$ cat config.mk
export PLATFORM = sky130hd
export DESIGN_NAME = inst_loader
export DESIGN_NICKNAME = d
export VERILOG_FILES = /design/src/rtl/inst_loader.sv
export SDC_FILE = /design/constraint.sdc
export NUM_CORES = 1
export LEC_CHECK = 0
export CAP_MARGIN = 25
export CORE_ASPECT_RATIO = 0.6
export CORE_MARGIN = 1.5
export CORE_UTILIZATION = 30
export DETAILED_ROUTE_END_ITERATION = 6
export GPL_ROUTABILITY_DRIVEN = 0
export PLACE_DENSITY = 0.57
export SLEW_MARGIN = 10
export SYNTH_ARGS = -nofsm -noshare
export SYNTH_HDL_FRONTEND = slang
export SYNTH_SLANG_ARGS = --single-unit
$ cat constraint.sdc
create_clock -name clk -period 2.8 [get_ports clk]
set_input_delay 0.56 -clock clk [delete_from_list [all_inputs] [get_ports clk]]
set_output_delay 0.56 -clock clk [all_outputs]
set_load 0.02 [all_outputs]
$ cat src/rtl/inst_loader.sv
// inst_loader: fills inst_memory from a little-endian byte stream and holds the
// core stalled until the program image has been written.
//
// Stream: count[7:0], count[15:8], then count 32-bit words sent LSB first.
// With INST_LOADER_CHECKSUM_EN defined, one trailing byte follows the last word.
// That byte is the XOR of every earlier byte, including both count bytes.
// On a checksum mismatch the loader parks in ERR and keeps the core held.
//
// Ports:
//   clk, rst        clock, synchronous active-high reset
//   byte_valid      byte_data carries a stream byte
//   byte_data[7:0]  stream byte
//   byte_ready      loader takes a byte this cycle (transfer = valid & ready)
//   mem_we          one-cycle inst_memory write strobe
//   mem_addr[31:0]  byte address of the word being written
//   mem_wdata[31:0] word being written
//   cpu_hold        1 = core stalled
//   done            image loaded (sticky until rst)
//   error           bad header / checksum (sticky until rst)
module inst_loader #(
    parameter logic [31:0] BASE_ADDR = 32'h0,
    parameter int          MAX_WORDS = 256,
    parameter int          CNT_W     = 16
) (
    input  logic        clk,
    input  logic        rst,
    input  logic        byte_valid,
    input  logic [7:0]  byte_data,
    output logic        byte_ready,
    output logic        mem_we,
    output logic [31:0] mem_addr,
    output logic [31:0] mem_wdata,
    output logic        cpu_hold,
    output logic        done,
    output logic        error
);

`ifdef INST_LOADER_CHECKSUM_EN
    typedef enum logic [2:0] {CNT_LO, CNT_HI, DATA, CHK, FIN, DONE, ERR} state_t;
`else
    typedef enum logic [2:0] {CNT_LO, CNT_HI, DATA, FIN, DONE, ERR} state_t;
`endif

    state_t             state, state_nxt;
    logic               armed;      // keeps byte_ready low for the first cycle out of reset
    logic [7:0]         cnt_lo;
    logic [CNT_W-1:0]   count;
    logic [CNT_W-1:0]   idx;
    logic [1:0]         lane;
    logic [23:0]        asm_word;   // lanes 0..2; lane 3 goes straight to mem_wdata
    logic [15:0]        hdr_raw;
    logic               xfer;
    logic               last_word;
`ifdef INST_LOADER_CHECKSUM_EN
    logic [7:0]         chk;
`endif

    assign xfer      = byte_valid & byte_ready;
    assign hdr_raw   = {byte_data, cnt_lo};
    assign last_word = (idx == count - CNT_W'(1));
    assign done      = (state == DONE);
    assign error     = (state == ERR);
    assign cpu_hold  = (state != DONE);

    always_comb begin
        byte_ready = 1'b0;
        case (state)
            CNT_LO, CNT_HI, DATA: byte_ready = armed;
`ifdef INST_LOADER_CHECKSUM_EN
            CHK:                  byte_ready = armed;
`endif
            default:              byte_ready = 1'b0;
        endcase
    end

    always_ff @(posedge clk) begin
        if (rst) state <= CNT_LO;
        else     state <= state_nxt;
    end

    always_comb begin
        state_nxt = state;
        case (state)
            CNT_LO: if (xfer) state_nxt = CNT_HI;
            CNT_HI: if (xfer) begin
                if (hdr_raw == 16'd0)              state_nxt = FIN;
                else if (32'(hdr_raw) > MAX_WORDS) state_nxt = ERR;
                else                               state_nxt = DATA;
            end
            DATA: if (xfer && lane == 2'd3 && last_word) begin
`ifdef INST_LOADER_CHECKSUM_EN
                state_nxt = CHK;
`else
                state_nxt = FIN;
`endif
            end
`ifdef INST_LOADER_CHECKSUM_EN
            // running XOR including the checksum byte itself must be zero
            CHK: if (xfer) state_nxt = ((chk ^ byte_data) == 8'd0) ? FIN : ERR;
`endif
            FIN:     state_nxt = DONE;
            default: state_nxt = state;
        endcase
    end

    always_ff @(posedge clk) begin
        if (rst) begin
            armed     <= 1'b0;
            mem_we    <= 1'b0;
            mem_addr  <= BASE_ADDR;
            mem_wdata <= 32'd0;
            cnt_lo    <= 8'd0;
            count     <= '0;
            idx       <= '0;
            lane      <= 2'd0;
            asm_word  <= 24'd0;
`ifdef INST_LOADER_CHECKSUM_EN
            chk       <= 8'd0;
`endif
        end else begin
            armed  <= 1'b1;
            mem_we <= 1'b0;
            if (xfer) begin
`ifdef INST_LOADER_CHECKSUM_EN
                chk <= chk ^ byte_data;
`endif
                case (state)
                    CNT_LO: cnt_lo <= byte_data;
                    CNT_HI: count  <= CNT_W'(hdr_raw);
                    DATA: begin
                        lane <= lane + 2'd1;
                        case (lane)
                            2'd0: asm_word[7:0]   <= byte_data;
                            2'd1: asm_word[15:8]  <= byte_data;
                            2'd2: asm_word[23:16] <= byte_data;
                            default: begin
                                mem_we    <= 1'b1;
                                mem_wdata <= {byte_data, asm_word};
                                mem_addr  <= BASE_ADDR + (32'(idx) << 2);
                                idx       <= idx + CNT_W'(1);
                            end
                        endcase
                    end
                    default: ;
                endcase
            end
        end
    end

endmodule
Yosys cells after proc, flatten, opt, wreduce, memory -nomap -nowiden. Index checks and enable logic that the tools add are counted.

Bits of input ports: 11. Flip-flop bits (word level): 119. Output and inout bits: 69.

$lt $le $gt $ge: 1. Multiplexer cells: 9. $add $sub $neg: 3. Equality and inequality tests: 13. Bitwise operators: 4. Reduce and logical (&&, ||, !) cells: 17.

Operators with widths (number): $add A16 B1 Y16 const B (1); $eq A16 B16 Y1 (1); $gt A16 B9 Y1 const B (1); $logic_not A16 Y1 (1); $sub A16 B1 Y16 const B (1); $mux W3 (5); $pmux W3 S4 (1); $reduce_and A3 Y1 (4); $reduce_or A3 Y1 (3); $eq A3 B2 Y1 const B (2); $eq A3 B3 Y1 const B (2); $ne A2 B2 Y1 const B (3); $reduce_and A2 Y1 (3); $eq A2 B2 Y1 const B (2); $reduce_and A4 Y1 (1); $reduce_bool A4 Y1 (1); $eq A3 B1 Y1 const B (1); $logic_not A3 Y1 (1); $mux W1 (3); $ne A3 B3 Y1 const B (1); $not A1 Y1 (3); $add A2 B1 Y2 const B (1); $eq A2 B1 Y1 const B (1); $logic_and A1 B1 Y1 (2); other kinds (2) (2).

Logic depth before layout (Yosys ltp).
Depth after elaboration: 8. Mapped depth: 9. Mapped depth without buffers: 9.

Worst setup path before layout. OpenSTA, ideal clock, no wires.

Kind: register to register. From: register count[0]. To: register state[0]. Arrival time: 2.057 ns. Library setup time: 0.069 ns. Path buffers: 0. Data required time: 2.731 ns. Stages on the path, launching flop included: 10. Clock period less this slack: 2.125 ns. Setup slack: 0.675 ns. Cell sequence: dfxtp_1 > inv_1 > ha_1 > nor3b_4 > nand4_1 > xnor2_1 > mux2i_1 > o21ai_1 > or4_1 > o21ai_1.

Word-level cells in the longest chain between the ends: 5.

RTL lines: start, declared (RTL line 47) `logic [CNT_W-1:0] count;`; start signal, assigned (RTL line 129) `CNT_HI: count <= CNT_W'(hdr_raw);`; $sub A16 B1 Y16 (RTL line 60) `assign last_word = (idx == count - CNT_W'(1));`; $eq A16 B16 Y1 (RTL line 60); $logic_and A1 B1 Y1 (RTL line 90) `DATA: if (xfer && lane == 2'd3 && last_word) begin`; $ne A2 B2 Y1 (no source line); $reduce_and A4 Y1 (no source line); end signal, assigned (RTL line 78) `else state <= state_nxt;`; end, declared (RTL line 44) `state_t state, state_nxt;`.

No other way between the ends. A chain may end at the register's enable or synchronous reset.

Final worst setup path.
From: register state[0]. To: output port done.

Word-level cells in the longest chain between the ends: 1.

RTL lines: $eq A3 B3 Y1 (RTL line 61) `assign done = (state == DONE);`; end, declared (RTL line 34) `output logic done,`.

No other way between the ends.

==> impl_metrics.py <==
metrics = {
    "logic_synthesis": {
        "async_flop_share_pct": 0,
        "ys_seq_area_share_pct": 46.1,
        "ys_seq_elements": 119,
        "synth_edf_count": 0,
        "syn_area_um2": 5160,
        "yosysUniqueCellTypes": 46,
        "synth-main-ff-cell": "dfxtp_1",
        "syn_inst": 649,
        "syn_area_per_cell_um2": 7.96,
        "ys_warn_count": 0,
    },
    "route": {
        "totalWireLength_um": 13500,
        "dr_total_vias": 4465,
        "wl_per_cell_um": 14.2,
        "drt-vias-per-instance": 4.70,
        "detail-route-antenna-nets": 0,
        "drt_iter0_markers": 460,
        "drt_first_pass_iters": 5,
        "drc": 0,
    },
    "layout": {
        "num_antenna_cells": 0,
        "syn_to_final_growth_pct": 27.9,
        "drive_gt1_share_pct": 8.85,
        "final.fill_count": 1721,
        "multi_input_area_um2": 2530,
        "final_common_cell": "nand2_1",
        "seq_area_um2": 2380,
        "layout.cells.most_common_list": "nand2_1, dfxtp_1, a21oi_1, clkdlybuf4s50_1, nand3_1",
        "nets": 728,
    },
    "power": {
        "powerDensity_nw_per_um2": 612,
        "vdd_drop_max_uv": 334,
        "leakagePower_uw": 0.00232,
    },
    "timing": {
        "finalMaxSlewViolations": 0,
        "grt_setup_unrepaired": "no",
        "fin_crit_sh_pct": 92.2,
        "fmax_ghz": 0.387,
        "period_needed_ps": 2580,
        "worst_slew_pin_slew_ps": 560,
        "whs_ps": 378,
        "clock_skew_ps": 6.95,
        "tns_ps": 0,
        "hold_viol": 0,
        "relSlewSlack_pct": 62.6,
        "setup_viol": 0,
    },
    "setup_path": {
        "rr_endpoint": "state[0]$_SDFFE_PP0P_",
        "setup.worst_path.end": "done",
        "arrival_ps": 2020,
        "cp_slowest_cell": "clkdlybuf4s50_1",
        "startpoint": "state[0]$_SDFFE_PP0P_",
        "crit_family": "buffers and inverters",
        "worst_setup_path_end_kind": "output port",
        "path_class": "reg2out",
        "cpPeakStageDelay_ps": 590,
        "reg2reg_slack_ps": 350,
        "crit_path_max_fanout": 11,
        "path_cells": "or3b_2 -> inv_1 -> clkdlybuf4s50_1",
        "r2r-start": "count[0]$_SDFFE_PP0P_",
        "crit_required_ps": 2240,
        "path_depth": 3,
        "crit_buf_inv": 2,
        "start_kind": "register",
        "r2r_cells": 9,
    },
    "global_route": {
        "gr-total-overflow": 0,
        "grt_start_max_net_pins": 118,
        "track_usage_pct": 15.7,
        "grt_first_pass_wirelength_um": 22100,
        "grt_antenna_before_repair": 0,
        "grt_pass1_vias": 4068,
    },
    "cts": {
        "clk_pin_slew_ps": 60,
        "cts.sinks": 119,
        "ctsHoldBuffers": 0,
        "insertion_delay_ps": 410,
        "cts_tree": "yes",
        "cts_resized": 0,
        "ctsHtreeMaxLevel": 4,
        "cts_buffers": 17,
        "cts-root-buf": "clkbuf_16",
        "clock_path_buffers": 2,
        "cts_setup_buffers": 0,
    },
    "die": {
        "design.core.area_um2": 16500,
        "io_pins": 80,
        "num_rows": 36,
        "start_util_pct": 31.2,
        "dieArea_um2": 18000,
        "die_y_um": 105,
        "fp.dieW_um": 172,
    },
    "placement": {
        "port-buffer-count": 63,
        "place_hpwl_um": 9330,
    },
    "run_status": {
        "status": "complete, no violations",
    },
    "worst_hold_path": {
        "hold_path.class": "in2reg",
    },
    "run": {
        "maxCapViolations": 0,
    },
}
[how the worst min path moves through the flow]
| stage | from | end | slack [ps] | cells after the start |
|---|---|---|---|---|
| 6_report | rst | armed$_DFF_P_ | 380 | 2 |
| 5_1_grt | rst | armed$_DFF_P_ | 380 | 2 |
| 4_1_cts | rst | armed$_DFF_P_ | 380 | 2 |
| 3_5_place_dp | mem_wdata[21]$_SDFFE_PP0P_ | mem_wdata[21]$_SDFFE_PP0P_ | 450 | 2 |
| 3_3_place_gp | asm_word[22]$_SDFFE_PP0P_ | mem_wdata[22]$_SDFFE_PP0P_ | 440 | 2 |
| 2_1_floorplan | asm_word[0]$_SDFFE_PP0P_ | mem_wdata[0]$_SDFFE_PP0P_ | 430 | 2 |
[layer usage]
layer	wire, um	global-route usage [%]
met5	0	0
met4	85	4.22
met2	4910	18.6
met1	7520	25.8
met3	1020	4.28
[flip-flops by register name, indices dropped and copies added, names as in the netlist]
signal / flops
count: 16
cnt_lo: 8
lane: 2
state: 3
asm_word: 24
armed: 1
mem_wdata: 32
idx: 16
mem_addr: 16
mem_we: 1
[through the flow]
step / power (uW) / util (%) / worst slack, ps / cell area, um2 / std cells
finish: 4040 / 40.0 / 219 / 6610 / 951
global route: 4180 / 40.0 / 127 / 6610 / 951
CTS: 4070 / 40.0 / 215 / 6610 / 951
detailed placement: 1940 / 36.5 / 209 / 6030 / 919
global placement: 1950 / 36.5 / 302 / 6030 / 919
floorplan: 1880 / - / 675 / 5220 / 664
[synthesized netlist by cell type (2+ instances only)]
cell	number	area, um2
a21oi_1	99	495
a31oi_1	2	12.5
and2_1	3	18.8
and3_1	5	31.3
and3b_1	2	17.5
and4_1	2	17.5
buf_1	3	11.3
buf_4	18	135
clkbuf_1	35	131
dfxtp_1	119	2380
ha_1	7	87.6
inv_1	8	30.0
mux2i_1	11	110
nand2_1	160	601
nand2b_1	3	18.8
nand3_1	46	230
nand4_1	8	50.1
nor2_1	39	146
nor2b_1	2	12.5
nor3_1	3	15.0
nor3_2	3	30.0
nor4_1	5	31.3
o21ai_0	6	30.0
o21ai_1	2	10.0
o21bai_1	2	15.0
or3_1	2	12.5
or4_1	2	15.0
xnor2_1	18	158
xor2_1	17	149
[cell type report]
type / instances / share of cell area [%]
tap: 228 / 4.32
sequential: 119 / 36.1
inverter: 8 / 0.454
clock inverter: 14 / 2.27
multi-input combinational: 480 / 38.3
clock buffer: 18 / 6.49
timing repair buffer: 84 / 12.1
[cells by family after synthesis]
family / after synthesis / share of synthesized area, %
AO/OA/AOI/OAI: 119 / 12.3
XOR/XNOR: 35 / 5.94
adder cells (fa/ha/maj): 7 / 1.70
buffers and inverters: 65 / 6.06
flip-flops: 119 / 46.1
multiplexers: 12 / 2.35
other: 1 / 0.0726
AND/OR/NAND/NOR: 291 / 25.4
[where the power goes]
| part | switching [uW] | internal, uW | total, uW |
|---|---|---|---|
| sequential | 13.4 | 1700 | 1720 |
| clock | 820 | 1310 | 2130 |
| combinational | 126 | 65.3 | 191 |
| total | 959 | 3080 | 4040 |
Power figures use the tool's default switching activity.
